$ cat src/rtl/shift_register_param.sv
// Purpose: WIDTH-bit universal shifter (shift/rotate/arith/load/hold) with a load-and-serialise burst mode.
// Latency: every operation updates Q/S_OUT on the next rising edge; a burst takes 1 load edge + WIDTH shift edges.
// Backpressure: ENB=0 freezes all state (including a burst in flight); START while BUSY is dropped, not queued.
module shift_register_param #(
    parameter int               WIDTH   = 8,
    parameter logic [WIDTH-1:0] RST_VAL = '0
) (
    input  logic             clk,
    input  logic             RST,
    input  logic             ENB,
    input  logic             DIR,
    input  logic             S_IN,
    input  logic [2:0]       MODO,
    input  logic             START,
    input  logic [WIDTH-1:0] D,
    output logic [WIDTH-1:0] Q,
    output logic             S_OUT,
    output logic             BUSY,
    output logic             DONE
);

    localparam int CW = $clog2(WIDTH + 1);
    localparam logic [CW-1:0] CNT_FULL = CW'(WIDTH);
    localparam logic [CW-1:0] CNT_ONE  = CW'(1);

    typedef enum logic {
        ST_IDLE  = 1'b0,
        ST_SHIFT = 1'b1
    } state_t;

    state_t           state_q, state_d;
    logic [WIDTH-1:0] q_q, q_d;
    logic             s_out_q, s_out_d;
    logic             busy_q, busy_d;
    logic             done_q, done_d;
    logic [CW-1:0]    count_q, count_d;
    logic             dir_q, dir_d;

    // Candidate shift results shared by the IDLE ops and the burst shifter.
    logic [WIDTH-1:0] shl_log, shr_log, shl_rot, shr_rot, shl_ari, shr_ari;

    // Precompute every shift flavour from the current register contents.
    always_comb begin
        shl_log = {q_q[WIDTH-2:0], S_IN};
        shr_log = {S_IN, q_q[WIDTH-1:1]};
        shl_rot = {q_q[WIDTH-2:0], q_q[WIDTH-1]};
        shr_rot = {q_q[0], q_q[WIDTH-1:1]};
        shl_ari = {q_q[WIDTH-2:0], 1'b0};
        shr_ari = {q_q[WIDTH-1], q_q[WIDTH-1:1]};
    end

    // Next-state logic: IDLE runs the MODO op or launches a burst; SHIFT serialises until count hits 1.
    always_comb begin
        state_d = state_q;
        q_d     = q_q;
        s_out_d = s_out_q;
        busy_d  = busy_q;
        done_d  = 1'b0;
        count_d = count_q;
        dir_d   = dir_q;

        if (ENB) begin
            case (state_q)
                ST_IDLE: begin
                    if (START) begin
                        q_d     = D;
                        dir_d   = DIR;
                        count_d = CNT_FULL;
                        busy_d  = 1'b1;
                        state_d = ST_SHIFT;
                    end else begin
                        case (MODO)
                            3'b000: begin
                                q_d     = DIR ? shr_log : shl_log;
                                s_out_d = DIR ? q_q[0] : q_q[WIDTH-1];
                            end
                            3'b001: begin
                                q_d     = DIR ? shr_rot : shl_rot;
                                s_out_d = DIR ? q_q[0] : q_q[WIDTH-1];
                            end
                            3'b010: q_d = D;
                            3'b100: begin
                                q_d     = DIR ? shr_ari : shl_ari;
                                s_out_d = DIR ? q_q[0] : q_q[WIDTH-1];
                            end
                            default: ;  // hold, including reserved codes
                        endcase
                    end
                end
                ST_SHIFT: begin
                    q_d     = dir_q ? shr_log : shl_log;
                    s_out_d = dir_q ? q_q[0] : q_q[WIDTH-1];
                    count_d = count_q - 1'b1;
                    if (count_q == CNT_ONE) begin
                        state_d = ST_IDLE;
                        busy_d  = 1'b0;
                        done_d  = 1'b1;
                    end
                end
                default: state_d = ST_IDLE;
            endcase
        end
    end

    // State registers with synchronous reset; reset also aborts a burst without a DONE pulse.
    always_ff @(posedge clk) begin
        if (RST) begin
            state_q <= ST_IDLE;
            q_q     <= RST_VAL;
            s_out_q <= 1'b0;
            busy_q  <= 1'b0;
            done_q  <= 1'b0;
            count_q <= '0;
            dir_q   <= 1'b0;
        end else begin
            state_q <= state_d;
            q_q     <= q_d;
            s_out_q <= s_out_d;
            busy_q  <= busy_d;
            done_q  <= done_d;
            count_q <= count_d;
            dir_q   <= dir_d;
        end
    end

    assign Q     = q_q;
    assign S_OUT = s_out_q;
    assign BUSY  = busy_q;
    assign DONE  = done_q;

endmodule

$ cat config.mk
export PLATFORM = sky130hd
export DESIGN_NAME = shift_register_param
export DESIGN_NICKNAME = d
export VERILOG_FILES = /design/src/rtl/shift_register_param.sv
export SDC_FILE = /design/constraint.sdc
export NUM_CORES = 1
export LEC_CHECK = 0
export ABC_AREA = 1
export CORE_MARGIN = 2
export CORE_UTILIZATION = 50
export CTS_CLUSTER_DIAMETER = 150
export DETAILED_ROUTE_END_ITERATION = 10
export PLACE_DENSITY = 0.79
export SLEW_MARGIN = 20
export SYNTH_ARGS = -nofsm -noshare
export SYNTH_HDL_FRONTEND = slang
export SYNTH_SLANG_ARGS = --single-unit
export TNS_END_PERCENT = 30
$ cat constraint.sdc
create_clock -name clk -period 1.2 [get_ports clk]
set_input_delay 0.3 -clock clk [delete_from_list [all_inputs] [get_ports clk]]
set_output_delay 0.3 -clock clk [all_outputs]
set_load 0.01 [all_outputs]
==> key figures <==
Floorplan
  • Row cnt: 18
  • I/O pins: 28
  • Die width: 54.1 um
  • CORE AREA: 2430 um2
  • Die area: 2930 um2
  • Initial Utilization: 51.6%
  • Die H: 54.1 um

Setup path
  • Type of origin of the critical path: register
  • Maximum fanout along the worst path: 7
  • CP required: 1400 ps
  • Worst setup EP type: register
  • Crit Path Category: reg2reg
  • Worst EP arrival: 1380 ps

Power
  • Pwr/cell area: 921 nW/um2
  • VDD IR max: 0.000684 V
  • Leak pwr: 0.850 nW

Clock tree
  • Clk sinks: 17
  • H-tree lvl count: 1
  • Clock Latency Late Sink: 300 ps
  • CTS max path bufs: 2
  • Clk slew on worst S/H paths: 100 ps
  • CTS tree: yes
  • Root Buffer: clkbuf_4
  • Clock buffers created by TritonCTS: 3

Final layout
  • Final net count: 271
  • Area added between synthesis and finish: 42.6%
  • Design area: 1790 um2
  • Layout cells sized above 1: 31.5%
  • Inserted Diodes: 0
  • Final Non-Filler Cells: 281

Min path
  • Worst min path class: in2reg

Outcome
  • Status: finished, final reports clean

Global route
  • Met2 Track Usage GR: 47.8%
  • Vias in the first global route: 1377
  • Global routing's busiest layer: met2
  • Met3 Use GR: 3.06%
  • First-pass GRT wire length: 5750 um
  • All-Layer GR Usage: 26.9%
  • Met1 usage: 32.2%
  • Largest net degree at the start of global routing: 14
  • Initial antenna violation count: 0
  • Overflow after GRT: 0

Synth
  • Synth warn: 0
  • Sequential fraction of the synthesis area: 27.1%
  • Mapped Cells: 202
  • Syn nets: 221
  • Synth Area in Compound Gates: 24.9%
  • Yosys top cell by area: dfxtp_1
  • Mux cell area share after synthesis: 0%
  • Post-synthesis xor/xnor area fraction: 0%
  • Simple logic cell fraction of the synthesized area: 33.3%
  • Synthesized flop and latch total: 17
  • Largest family of logic cells by synthesized area: simple AND/OR/NAND/NOR gates
  • Mapped cell area: 1250 um2
  • Mapped Avg Cell Area: 6.21 um2
  • Synth area leaders: dfxtp_1 27%, nand2_1 14%, a21oi_1 10%
  • Distinct cells, synth: 28
  • Synth top area share: 27.1%
  • Adder-Cell Fraction of Synth Area: 1.99%

STA
  • Clock Skews: 1.33 ps
  • Max Clock Freq: 847 MHz
  • Worst-Margin Slew: 318 ps
  • Fin. Hold Viols: 0
  • Tcrit/Tclk final: 98.3%
  • Crit path time final: 1180 ps
  • Slew margin rel.: 78.6%
  • Final Max Slew Viols: 0
  • Endpoints failing setup: 0
  • RSZ-0062 raised after global routing: true

Detailed routing
  • Drt pass-1 iters: 4
  • Number of vias per cell: 5.51
  • WL per Instance: 13.9 um
  • Drt total wl: 3900 um
  • Detailed-route DRC error count: 0
  • Antenna Nets Post-Route: 0
  • Routed vias: 1548
  • 1st-iter DRT viols: 72

Placed design
  • DPL Wire Length: 2800 um
  • Placed Cells: 276
  • GPL Wtd Cong: 0.881
  • IO Port Bufs: 27
  • Area post-placement: 1720 um2

Flow run
  • Max Cap Violations: 0
[repair_timing]
action                                 4_1_cts  5_1_grt
setup endpoints to repair                   25       24
setup buffers                                0        1
hold buffers                                 0        0
resized for setup                           40       31
pin swaps                                    1        8
endpoints found under the hold margin        0        0
[path summary, 6_finish.rpt]
check	start	end	slack (ps)	cells after the start
max	state_q$_SDFFE_PP0P_	Q[6]$_SDFFE_PP0P_	20	5
min	ENB	state_q$_SDFFE_PP0P_	430	3
max reg2reg	state_q$_SDFFE_PP0P_	Q[6]$_SDFFE_PP0P_	20	5
min reg2reg	BUSY$_SDFFE_PP0P_	BUSY$_SDFFE_PP0P_	470	2
[final cells by class]
class	count	area (um2)
multi-input cells	150	811
fillers	206	643
repair buffers	52	447
flip-flops and latches	17	352
inverters	28	115
well taps	30	37.5
clock buffers	3	22.5
clock inverters	1	5.00
[power by group]
part           switching, mW  internal (mW)
logic                  0.376          0.299
clock network          0.191          0.124
registers             0.0386          0.618
[registers in the layout, indices dropped and copies added (netlist names)]
name	count
DONE	1
count_q	4
dir_q	1
state_q	1
BUSY	1
S_OUT	1
Q	8
[through the flow]
step                total power, mW  utilization (%)  setup TNS, ps  worst slack [ps]  hold WS [ps]
floorplan                      1.01                -              0              83.7           451
global placement               1.29             70.9          -5710              -465           446
detailed placement             1.31             70.9          -6360              -504           451
CTS                            1.63             73.0          -5.98             -5.98           468
global route                   1.75             73.6           -112             -39.4           446
finish                         1.65             73.6              0              20.0           430
[cells in the final DEF (no fill, tap or decap), types with 8 or more instances in the layout]
| cell type | Yosys | routed |
|---|---|---|
| dfxtp_1 | 17 | 10 |
| clkbuf_2 | 0 | 8 |
| clkdlybuf4s50_1 | 0 | 10 |
| nand3_1 | 11 | 9 |
| inv_1 | 25 | 22 |
| a21oi_1 | 25 | 21 |
| o21ai_0 | 16 | 14 |
| buf_4 | 2 | 21 |
| nand2_1 | 46 | 45 |
| nor2_1 | 25 | 21 |
[worst max-delay path, stage by stage, from the launching register on]
cell,delay [ps]
dfxtp_4,400
inv_1,180
buf_4,190
nand3_1,90
a21oi_2,170
nor2_1,50
[logic make-up after synthesis]
kind of cell	Yosys count
DFF	17
AOI/OAI and AO/OA	54
and+or+nand+nor	94
adders and majority gates	2
buffers and inverters	35
[cells in the mapped netlist (all sizes together)]
cell type and count:
clkbuf 2, nor3 2, o32ai 1, o211ai 2, a21oi 26, ha 2, dfxtp 17, inv 28
a31oi 1, buf 5, a221oi 1, o21ai 22, nand3 12, nor2 27, nand4 3, nand2 50
o21bai 1
[layer usage]
metal  vias to the layer above  routed length [um]
li1                        763                   -
met1                       697                1600
met2                        77                1930
met3                        11                 276
met4                         0                  96
met5                         -                   0
Note: power is estimated with default switching activity, not from simulation.
